$ cat src/rtl/parking_pkg.sv
// Shared definitions for the parking exit gate: FSM states, token codes and
// active-low 7-segment patterns shown on the booth display.
package parking_pkg;

  typedef enum logic [1:0] {
    ST_IDLE,
    ST_WAIT_TOKEN,
    ST_OPEN,
    ST_LOCKOUT
  } gate_state_t;

  localparam logic [1:0] EXIT_P1 = 2'b10;
  localparam logic [1:0] EXIT_P2 = 2'b01;
  localparam logic [1:0] SVC_P1  = 2'b11;
  localparam logic [1:0] SVC_P2  = 2'b11;

  localparam logic [6:0] HEX_BLANK = 7'b1111111;
  localparam logic [6:0] HEX_WAIT1 = 7'b0000110;
  localparam logic [6:0] HEX_WAIT2 = 7'b0101011;
  localparam logic [6:0] HEX_OPEN1 = 7'b0000010;
  localparam logic [6:0] HEX_OPEN2 = 7'b1000000;
  localparam logic [6:0] HEX_LOCK1 = 7'b0001000;
  localparam logic [6:0] HEX_LOCK2 = 7'b1000111;

  function automatic logic [6:0] hex1_of(input gate_state_t s);
    case (s)
      ST_WAIT_TOKEN: hex1_of = HEX_WAIT1;
      ST_OPEN:       hex1_of = HEX_OPEN1;
      ST_LOCKOUT:    hex1_of = HEX_LOCK1;
      default:       hex1_of = HEX_BLANK;
    endcase
  endfunction

  function automatic logic [6:0] hex2_of(input gate_state_t s);
    case (s)
      ST_WAIT_TOKEN: hex2_of = HEX_WAIT2;
      ST_OPEN:       hex2_of = HEX_OPEN2;
      ST_LOCKOUT:    hex2_of = HEX_LOCK2;
      default:       hex2_of = HEX_BLANK;
    endcase
  endfunction

endpackage

$ cat src/rtl/parking_occupancy.sv
// Saturating lot occupancy counter; simultaneous entry and exit cancel out.
module parking_occupancy #(
  parameter int unsigned CAPACITY = 8
) (
  input  logic       clk,
  input  logic       reset,
  input  logic       inc,
  input  logic       dec,
  output logic [3:0] count,
  output logic       full
);

  always_ff @(posedge clk) begin
    if (reset) begin
      count <= '0;
    end else begin
      case ({inc, dec})
        2'b10:   if (count < 4'(CAPACITY)) count <= count + 4'd1;
        2'b01:   if (count != '0) count <= count - 4'd1;
        default: count <= count;
      endcase
    end
  end

  assign full = (count == 4'(CAPACITY));

endmodule

$ cat src/rtl/parking_exit_gate.sv
// Exit booth controller: validates exit tokens, drives the gate, lamps and
// display, and tracks lot occupancy through parking_occupancy.
module parking_exit_gate
  import parking_pkg::*;
#(
  parameter int unsigned CAPACITY      = 8,
  parameter int unsigned TOKEN_TIMEOUT = 16,
  parameter int unsigned OPEN_TIMEOUT  = 32,
  parameter int unsigned MAX_TRIES     = 3
) (
  input  logic       clk,
  input  logic       reset,
  input  logic       car_entered,
  input  logic       sensor_exit,
  input  logic       sensor_gate,
  input  logic       token_valid,
  input  logic [1:0] pass_1,
  input  logic [1:0] pass_2,
  output logic       gate_open,
  output logic       green_led,
  output logic       red_led,
  output logic       alarm,
  output logic [3:0] occupancy,
  output logic       lot_full,
  output logic [6:0] hex_1,
  output logic [6:0] hex_2
);

  localparam int unsigned TMAX = (TOKEN_TIMEOUT > OPEN_TIMEOUT) ? TOKEN_TIMEOUT : OPEN_TIMEOUT;
  localparam int unsigned TW   = $clog2(TMAX + 1);
  localparam int unsigned RW   = $clog2(MAX_TRIES + 1);

  gate_state_t   state, state_n;
  logic [TW-1:0] timer, timer_n;
  logic [RW-1:0] tries, tries_n;
  logic          gate_seen;
  logic          exit_evt;
  logic          tok_exit, tok_svc, gate_fall;

  assign tok_exit  = token_valid && (pass_1 == EXIT_P1) && (pass_2 == EXIT_P2);
  assign tok_svc   = token_valid && (pass_1 == SVC_P1) && (pass_2 == SVC_P2);
  assign gate_fall = gate_seen && !sensor_gate;

  always_comb begin
    state_n  = state;
    timer_n  = timer;
    tries_n  = tries;
    exit_evt = 1'b0;
    case (state)
      ST_IDLE: begin
        timer_n = '0;
        tries_n = '0;
        if (sensor_exit && (occupancy != '0)) state_n = ST_WAIT_TOKEN;
      end
      ST_WAIT_TOKEN: begin
        // A token in the timeout cycle takes priority over abandoning.
        if (token_valid) begin
          if (tok_exit) begin
            state_n = ST_OPEN;
            timer_n = '0;
          end else begin
            tries_n = tries + 1'b1;
            if (tries == RW'(MAX_TRIES - 1)) state_n = ST_LOCKOUT;
            else if (timer != '1)            timer_n = timer + 1'b1;
          end
        end else if (!sensor_exit || (timer >= TW'(TOKEN_TIMEOUT - 1))) begin
          state_n = ST_IDLE;
        end else begin
          timer_n = timer + 1'b1;
        end
      end
      ST_OPEN: begin
        if (gate_fall) begin
          exit_evt = 1'b1;
          state_n  = ST_IDLE;
        end else if (timer >= TW'(OPEN_TIMEOUT - 1)) begin
          // A car still under the gate holds it open until it clears.
          if (!sensor_gate) state_n = ST_IDLE;
        end else begin
          timer_n = timer + 1'b1;
        end
      end
      ST_LOCKOUT: begin
        if (tok_svc) state_n = ST_IDLE;
      end
      default: state_n = ST_IDLE;
    endcase
  end

  always_ff @(posedge clk) begin
    if (reset) begin
      state     <= ST_IDLE;
      timer     <= '0;
      tries     <= '0;
      gate_seen <= 1'b0;
      gate_open <= 1'b0;
      green_led <= 1'b0;
      red_led   <= 1'b1;
      alarm     <= 1'b0;
      hex_1     <= HEX_BLANK;
      hex_2     <= HEX_BLANK;
    end else begin
      state     <= state_n;
      timer     <= timer_n;
      tries     <= tries_n;
      gate_seen <= (state == ST_OPEN && state_n == ST_OPEN) ? sensor_gate : 1'b0;
      gate_open <= (state_n == ST_OPEN);
      green_led <= (state_n == ST_OPEN);
      alarm     <= (state_n == ST_LOCKOUT);
      hex_1     <= hex1_of(state_n);
      hex_2     <= hex2_of(state_n);
      case (state_n)
        ST_OPEN:    red_led <= 1'b0;
        ST_LOCKOUT: red_led <= (state == ST_LOCKOUT) ? ~red_led : 1'b0;
        default:    red_led <= 1'b1;
      endcase
    end
  end

  parking_occupancy #(.CAPACITY(CAPACITY)) u_occupancy (
    .clk   (clk),
    .reset (reset),
    .inc   (car_entered),
    .dec   (exit_evt),
    .count (occupancy),
    .full  (lot_full)
  );

endmodule

$ cat config.mk
export PLATFORM = sky130hd
export DESIGN_NAME = parking_exit_gate
export DESIGN_NICKNAME = d
export VERILOG_FILES = /design/src/rtl/parking_pkg.sv /design/src/rtl/parking_occupancy.sv /design/src/rtl/parking_exit_gate.sv
export SDC_FILE = /design/constraint.sdc
export NUM_CORES = 1
export LEC_CHECK = 0
export CAP_MARGIN = 15
export CORE_MARGIN = 4
export CORE_UTILIZATION = 40
export CTS_BUF_LIST = sky130_fd_sc_hd__clkbuf_4 sky130_fd_sc_hd__clkbuf_8 sky130_fd_sc_hd__clkbuf_16
export CTS_CLUSTER_DIAMETER = 100
export DETAILED_ROUTE_END_ITERATION = 8
export PLACE_DENSITY = 0.66
export SETUP_SLACK_MARGIN = 0.05
export SLEW_MARGIN = 20
export SYNTH_ARGS = -nofsm -noshare
export SYNTH_HDL_FRONTEND = slang
export SYNTH_HIERARCHICAL = 1
export SYNTH_SLANG_ARGS = --single-unit
$ cat constraint.sdc
create_clock -name clk -period 2.4 [get_ports clk]
set_input_delay 0.24 -clock clk [delete_from_list [all_inputs] [get_ports clk]]
set_output_delay 0.24 -clock clk [all_outputs]
set_load 0.01 [all_outputs]
* Yosys cells after proc, flatten, opt, wreduce, memory -nomap -nowiden *
Cells that the tools add are included.

operators by class
  add/sub/neg operators = 4
  magnitude comparators = 3
  eq/ne operators = 24
  muxes and demuxes = 30
  bitwise gates (word level) = 2
  reduce and logical (&&, ||, !) cells = 19

operator list
  cell                                                                    count
  6-bit 2-to-1 mux                                                        7
  7-bit one-hot mux with 3 select lines                                   2
  2-bit 2-to-1 mux                                                        11
  2-bit == test (second input constant)                                   9
  6-bit one-hot mux with 3 select lines                                   1
  2-bit inequality test (second input constant)                           5
  2-bit by 1-bit == test with 1-bit output (second input constant)        4
  4-bit 2-to-1 mux                                                        2
  4-bit inequality test (second input constant)                           2
  2-bit one-hot mux with 4 select lines                                   1
  4-bit one-hot mux with 2 select lines                                   1
  1-bit logical AND                                                       7
  6-bit by 1-bit adder with 6-bit output (second input constant)          1
  6-bit by 4-bit >= comparator with 1-bit output (second input constant)  1
  6-bit by 5-bit >= comparator with 1-bit output (second input constant)  1
  6-bit inequality test (second input constant)                           1
  3-bit AND reduction                                                     2
  6-bit AND reduction                                                     1
  4-bit by 1-bit adder with 4-bit output (second input constant)          1
  4-bit == test (second input constant)                                   1
  4-bit less-than comparator (second input constant)                      1
  2-bit one-hot mux with 2 select lines                                   1
  2-bit nonzero test                                                      2
  4-bit nonzero test                                                      1
  12 further kinds                                                        16

word-level totals
  flip-flop bits (word level) = 32
  output and inout bits = 23

* Logic depth before layout (Yosys ltp) *
  word-level depth = 10
  depth in mapped cells = 9

* Modules after synthesis *
Netlist, hierarchy kept.

modules (own cells, without submodules)
  module             times used  cells an instance  area each (um^2)
  parking_exit_gate  1           131                1147.4
  parking_occupancy  1           28                 265.3

* Worst setup path before layout *
OpenSTA, ideal clock, no wires.

  kind = flip-flop to flip-flop
  start point = register state[0]
  end point = register u_occupancy.count[2]
  library setup time = 0.123 ns
  arrival time = 2.067 ns
  data required time = 2.277 ns
  slack = 0.209 ns
  stages on the path, launching flop included = 10
  clock period less this slack = 2.191 ns
  cell sequence = dfxtp_1 -> inv_1 -> ha_1 -> and3b_1 -> and2b_1 -> xor2_1 -> ha_1 -> nor2_1 -> a32oi_1 -> mux2_1

on the way
  word-level cells in the longest chain between the ends = 5

RTL lines
  item                                                                                       line                      text
  start: declaration                                                                         parking_exit_gate.sv:33   gate_state_t state, state_n;
  start signal: assignment                                                                   parking_exit_gate.sv:103  state <= state_n;
  2-bit == test (*)                                                                          parking_exit_gate.sv:49   case (state)
  1-bit 2-to-1 mux (*)                                                                       parking_exit_gate.sv:49
  net exit_evt                                                                               parking_exit_gate.sv:37   logic exit_evt;
  2-bit == test or 2-bit by 1-bit == test with 1-bit output (tied branches)                  parking_occupancy.sv:17   case ({inc, dec})
  2-bit by 1-bit inequality test with 1-bit output (no source line) (tied with other cells)  -
  3-bit AND reduction (no source line)                                                       -
  end signal: assignment                                                                     parking_occupancy.sv:18   2'b10: if (count < 4'(CAPACITY)) count <= count + 4'd1;
  end signal: assignment                                                                     parking_occupancy.sv:19   2'b01: if (count != '0) count <= count - 4'd1;
  end signal: assignment                                                                     parking_occupancy.sv:20   default: count <= count;
  end: declaration                                                                           parking_occupancy.sv:9    output logic [3:0] count,

The timed path passes the listed nets; every way through them passes the cells marked *.
A chain may end at the register's enable or synchronous reset.

* Final worst setup path *
  start point = register timer[0]
  end point = register timer[3]

on the way
  word-level cells in the longest chain between the ends = 6

RTL lines
  item                                    line                                                                       text
  start: declaration                      parking_exit_gate.sv:34                                                    logic [TW-1:0] timer, timer_n;
  start signal: assignment                parking_exit_gate.sv:104                                                   timer <= timer_n;
  6-bit by 1-bit adder with 6-bit output  parking_exit_gate.sv:64, parking_exit_gate.sv:69, parking_exit_gate.sv:80
  6-bit 2-to-1 mux                        parking_exit_gate.sv:64                                                    else if (timer != '1) timer_n = timer + 1'b1;
  6-bit 2-to-1 mux                        parking_exit_gate.sv:63                                                    if (tries == RW'(MAX_TRIES - 1)) state_n = ST_LOCKOUT;
  6-bit 2-to-1 mux                        parking_exit_gate.sv:58                                                    if (tok_exit) begin
  6-bit 2-to-1 mux                        parking_exit_gate.sv:57                                                    if (token_valid) begin
  6-bit one-hot mux with 3 select lines   parking_exit_gate.sv:49

Parallel ways exist; a longest one is shown, timed or not. The select of a mux whose other input is x is not followed.

==> metrics.cfg <==
[place]
globalplace.congestion = 0.884
port_buffers = 32
dp.cells = 231
hpwl_um = 2610

[setup_path]
critPathRequiredTime_ns = 2.67
rrSetupSlack_ns = 0.14
path_max_fanout = 6
crit_buf_inv = 0
rr_startpoint = timer[0]
reg2reg_depth = 6
worstPathCellList = ha_1, or3_1, a311oi_2, o211ai_2, or4_1, a21oi_1
worstPathArrival_ns = 2.54
max_stage_delay_ns = 0.54
cp_slowest_cell = or4_1
crit_path_end_kind = flop
critPathTopFamily = simple AND/OR/NAND/NOR gates
r2r-end = timer[3]
critPathKind = flop to flop
start_kind = flop

[logic_synthesis]
netlist_area_mm2 = 0.00141
yosys-top-cells-count = 24 x dfxtp_1, 10 x a21oi_1, 10 x ha_1, 9 x buf_4, 9 x nor2_1
synth.area.top_cells = dfxtp_1 34%, ha_1 8.9%, buf_4 4.8%, a21oi_1 3.5%, o21ai_0 2.8%
async_flop_share_pct = 0
synth.most_common_cell = dfxtp_1
synth-edff-count = 0
synth_seq_cells = 24
synthesis.nets = 179
synth.distinct_cells = 51
synth_ff_type = dfxtp_1
syn_avg_cell_area_um2 = 8.88
yosysTopAreaCell = dfxtp_1
synth_cells = 159
synth_top_area_share_pct = 34.0
yosys_warnings = 6
ys_seq_area_share_pct = 34.0

[global_route]
antenna_found_initial = 0
gr-total-overflow = 0
grt_start_max_net_pins = 15
grtUsageTotal_pct = 15.8
grt_pass1_vias = 1272
grt_pass1_wl_um = 5520

[drt]
via_per_inst = 5.53
drt_wl_total_um = 3410
post_drt_wl_per_cell_um = 14.4
first_iter_violations = 53
vias = 1311
post-route-drc-count = 0
drtAntennaViolNets = 0
drt_pass1_iterations = 4

[sta]
relSlewSlack_pct = 66.3
clock_skew_ns = 0.00735
fin_setup_tns_ns = 0
tightest_slew_ns = 0.500
setup_viol = 0
rsz0062_at_grt = yes
min_period_over_period_pct = 94.3
slew_violations = 0
period_needed_ns = 2.26
hold_viol = 0
fmax_ghz = 0.442

[floorplanning]
core-area_mm2 = 0.00336
die_area_mm2 = 0.00455
io_pins = 33
core.rowCount = 21
initial_core_util_pct = 42.0
die_h_um = 67.4
fp.dieW_um = 67.4

[outcome]
status = finished clean

[pwr]
power.leakage_uw = 0.000709
powerDensity_mw_per_mm2 = 493
power_uw = 902
ir_drop_mv = 0.221

[run]
cap_viol_max_count = 0

[cts]
holdBufCountCts = 0
clk_pin_slew_ns = 0.14
cts_buffers = 3
cts_root_buf = clkbuf_4
htreeDepth = 1
cts_buffer_depth = 2
cts_tree = yes
clock_sink_count = 24
insertion_delay_ns = 0.32

[cells_and_area]
antenna_cells = 0
fin_util_pct = 54.4
areaGrowthSynthToFinish_pct = 29.5
final_nets = 212
instances_no_fill = 237
drive_gt1_share_pct = 11.0

[worst_hold_path]
min_path_type = flop to flop
hold_path_end = tries[0]
whs_path_depth = 2
min_from = tries[0]

-- kinds of logic (layout without fill, tap and decap cells) --
group | Yosys count | count (layout) | synth area share, %
XOR/XNOR | 1 | 1 | 0.620
AO/OA/AOI/OAI | 44 | 45 | 21.8
multiplexers | 3 | 3 | 2.30
flip-flops | 24 | 24 | 34.0
adder cells (fa/ha/maj) | 10 | 10 | 8.86
buffers and inverters | 19 | 50 | 7.44
AND/OR/NAND/NOR | 58 | 58 | 25.0
-- area by class of cell --
| cell class | count | area, um^2 |
|---|---|---|
| multi-input cells | 117 | 837 |
| inverters | 7 | 26.3 |
| flip-flops and latches | 24 | 483 |
| clock buffers | 3 | 22.5 |
| clock inverters | 1 | 30.0 |
| repair buffers | 39 | 373 |
| well taps | 46 | 57.6 |
| fillers | 339 | 1530 |
-- registers in the layout, indices dropped and copies added, names as in the netlist --
signal / count
timer: 6
tries: 2
hex_1: 4
state: 2
u_occupancy/count: 4
green_led: 1
gate_seen: 1
red_led: 1
hex_2: 2
alarm: 1
-- repair_timing --
item | in CTS | in global routing
endpoints found under the setup margin | 0 | 5
buffers inserted | 0 | 1
gates resized for setup | 0 | 4
endpoints found under the hold margin | 0 | 0
-- layout by cell type, fill, tap and decap left out, types with 2 or more instances in the layout --
master           count
and3b_1              2
a41oi_1              2
dfxtp_2              2
or3_1                4
or4_1                4
clkbuf_4             3
a21o_1               2
o21ai_0              8
ha_1                10
clkdlybuf4s50_1     32
o211ai_1             3
o21a_1               4
a31oi_1              3
nand2_1              7
inv_1                7
dfxtp_1             22
and2_1               3
nor2_1               9
mux2_1               2
buf_4                7
nor3_1               4
o2111ai_1            2
a21oi_1             10
nor2b_1              2
nand3_1              7
-- worst max-delay path by stage --
stage	start	end	slack [ns]	cells after the start
after floorplan	state[0]	u_occupancy/count[2]	0.21	9
after global placement	sensor_gate	u_occupancy/count[2]	0.11	8
after detailed placement	sensor_gate	u_occupancy/count[2]	0.008	8
after CTS	timer[0]	timer[3]	0.1	6
after global routing	timer[0]	timer[5]	0.02	6
final	timer[0]	timer[3]	0.14	6
-- report_power, final --
group	internal, uW	switching (uW)
Clock	169	131
Combinational	91.8	86.0
Sequential	411	13.0
-- worst min-delay path: stages (launching register included) --
cell and delay, ns:
dfxtp_1 0.34, nand3_1 0.06, a21oi_1 0.05
-- metrics by stage --
| stage | cell area, um^2 | worst slack [ns] | hold WS [ns] |
|---|---|---|---|
| final | 1830 | 0.136 | 0.486 |
| after global routing | 1830 | 0.0183 | 0.495 |
| after CTS | 1810 | 0.0989 | 0.486 |
| after detailed placement | 1760 | 0.00762 | 0.466 |
| after global placement | 1760 | 0.112 | 0.455 |
| after floorplan | 1410 | 0.209 | 0.319 |
-- layer usage --
metal  track usage (%)  vias up  wire [um]
met2              29.3       24       1800
li1                  -      655          -
met1              17.8      625       1440
met4              6.84        0         62
met5                 0        -          0
met3              2.16        7        117
Note: power is estimated with default switching activity, not from simulation.
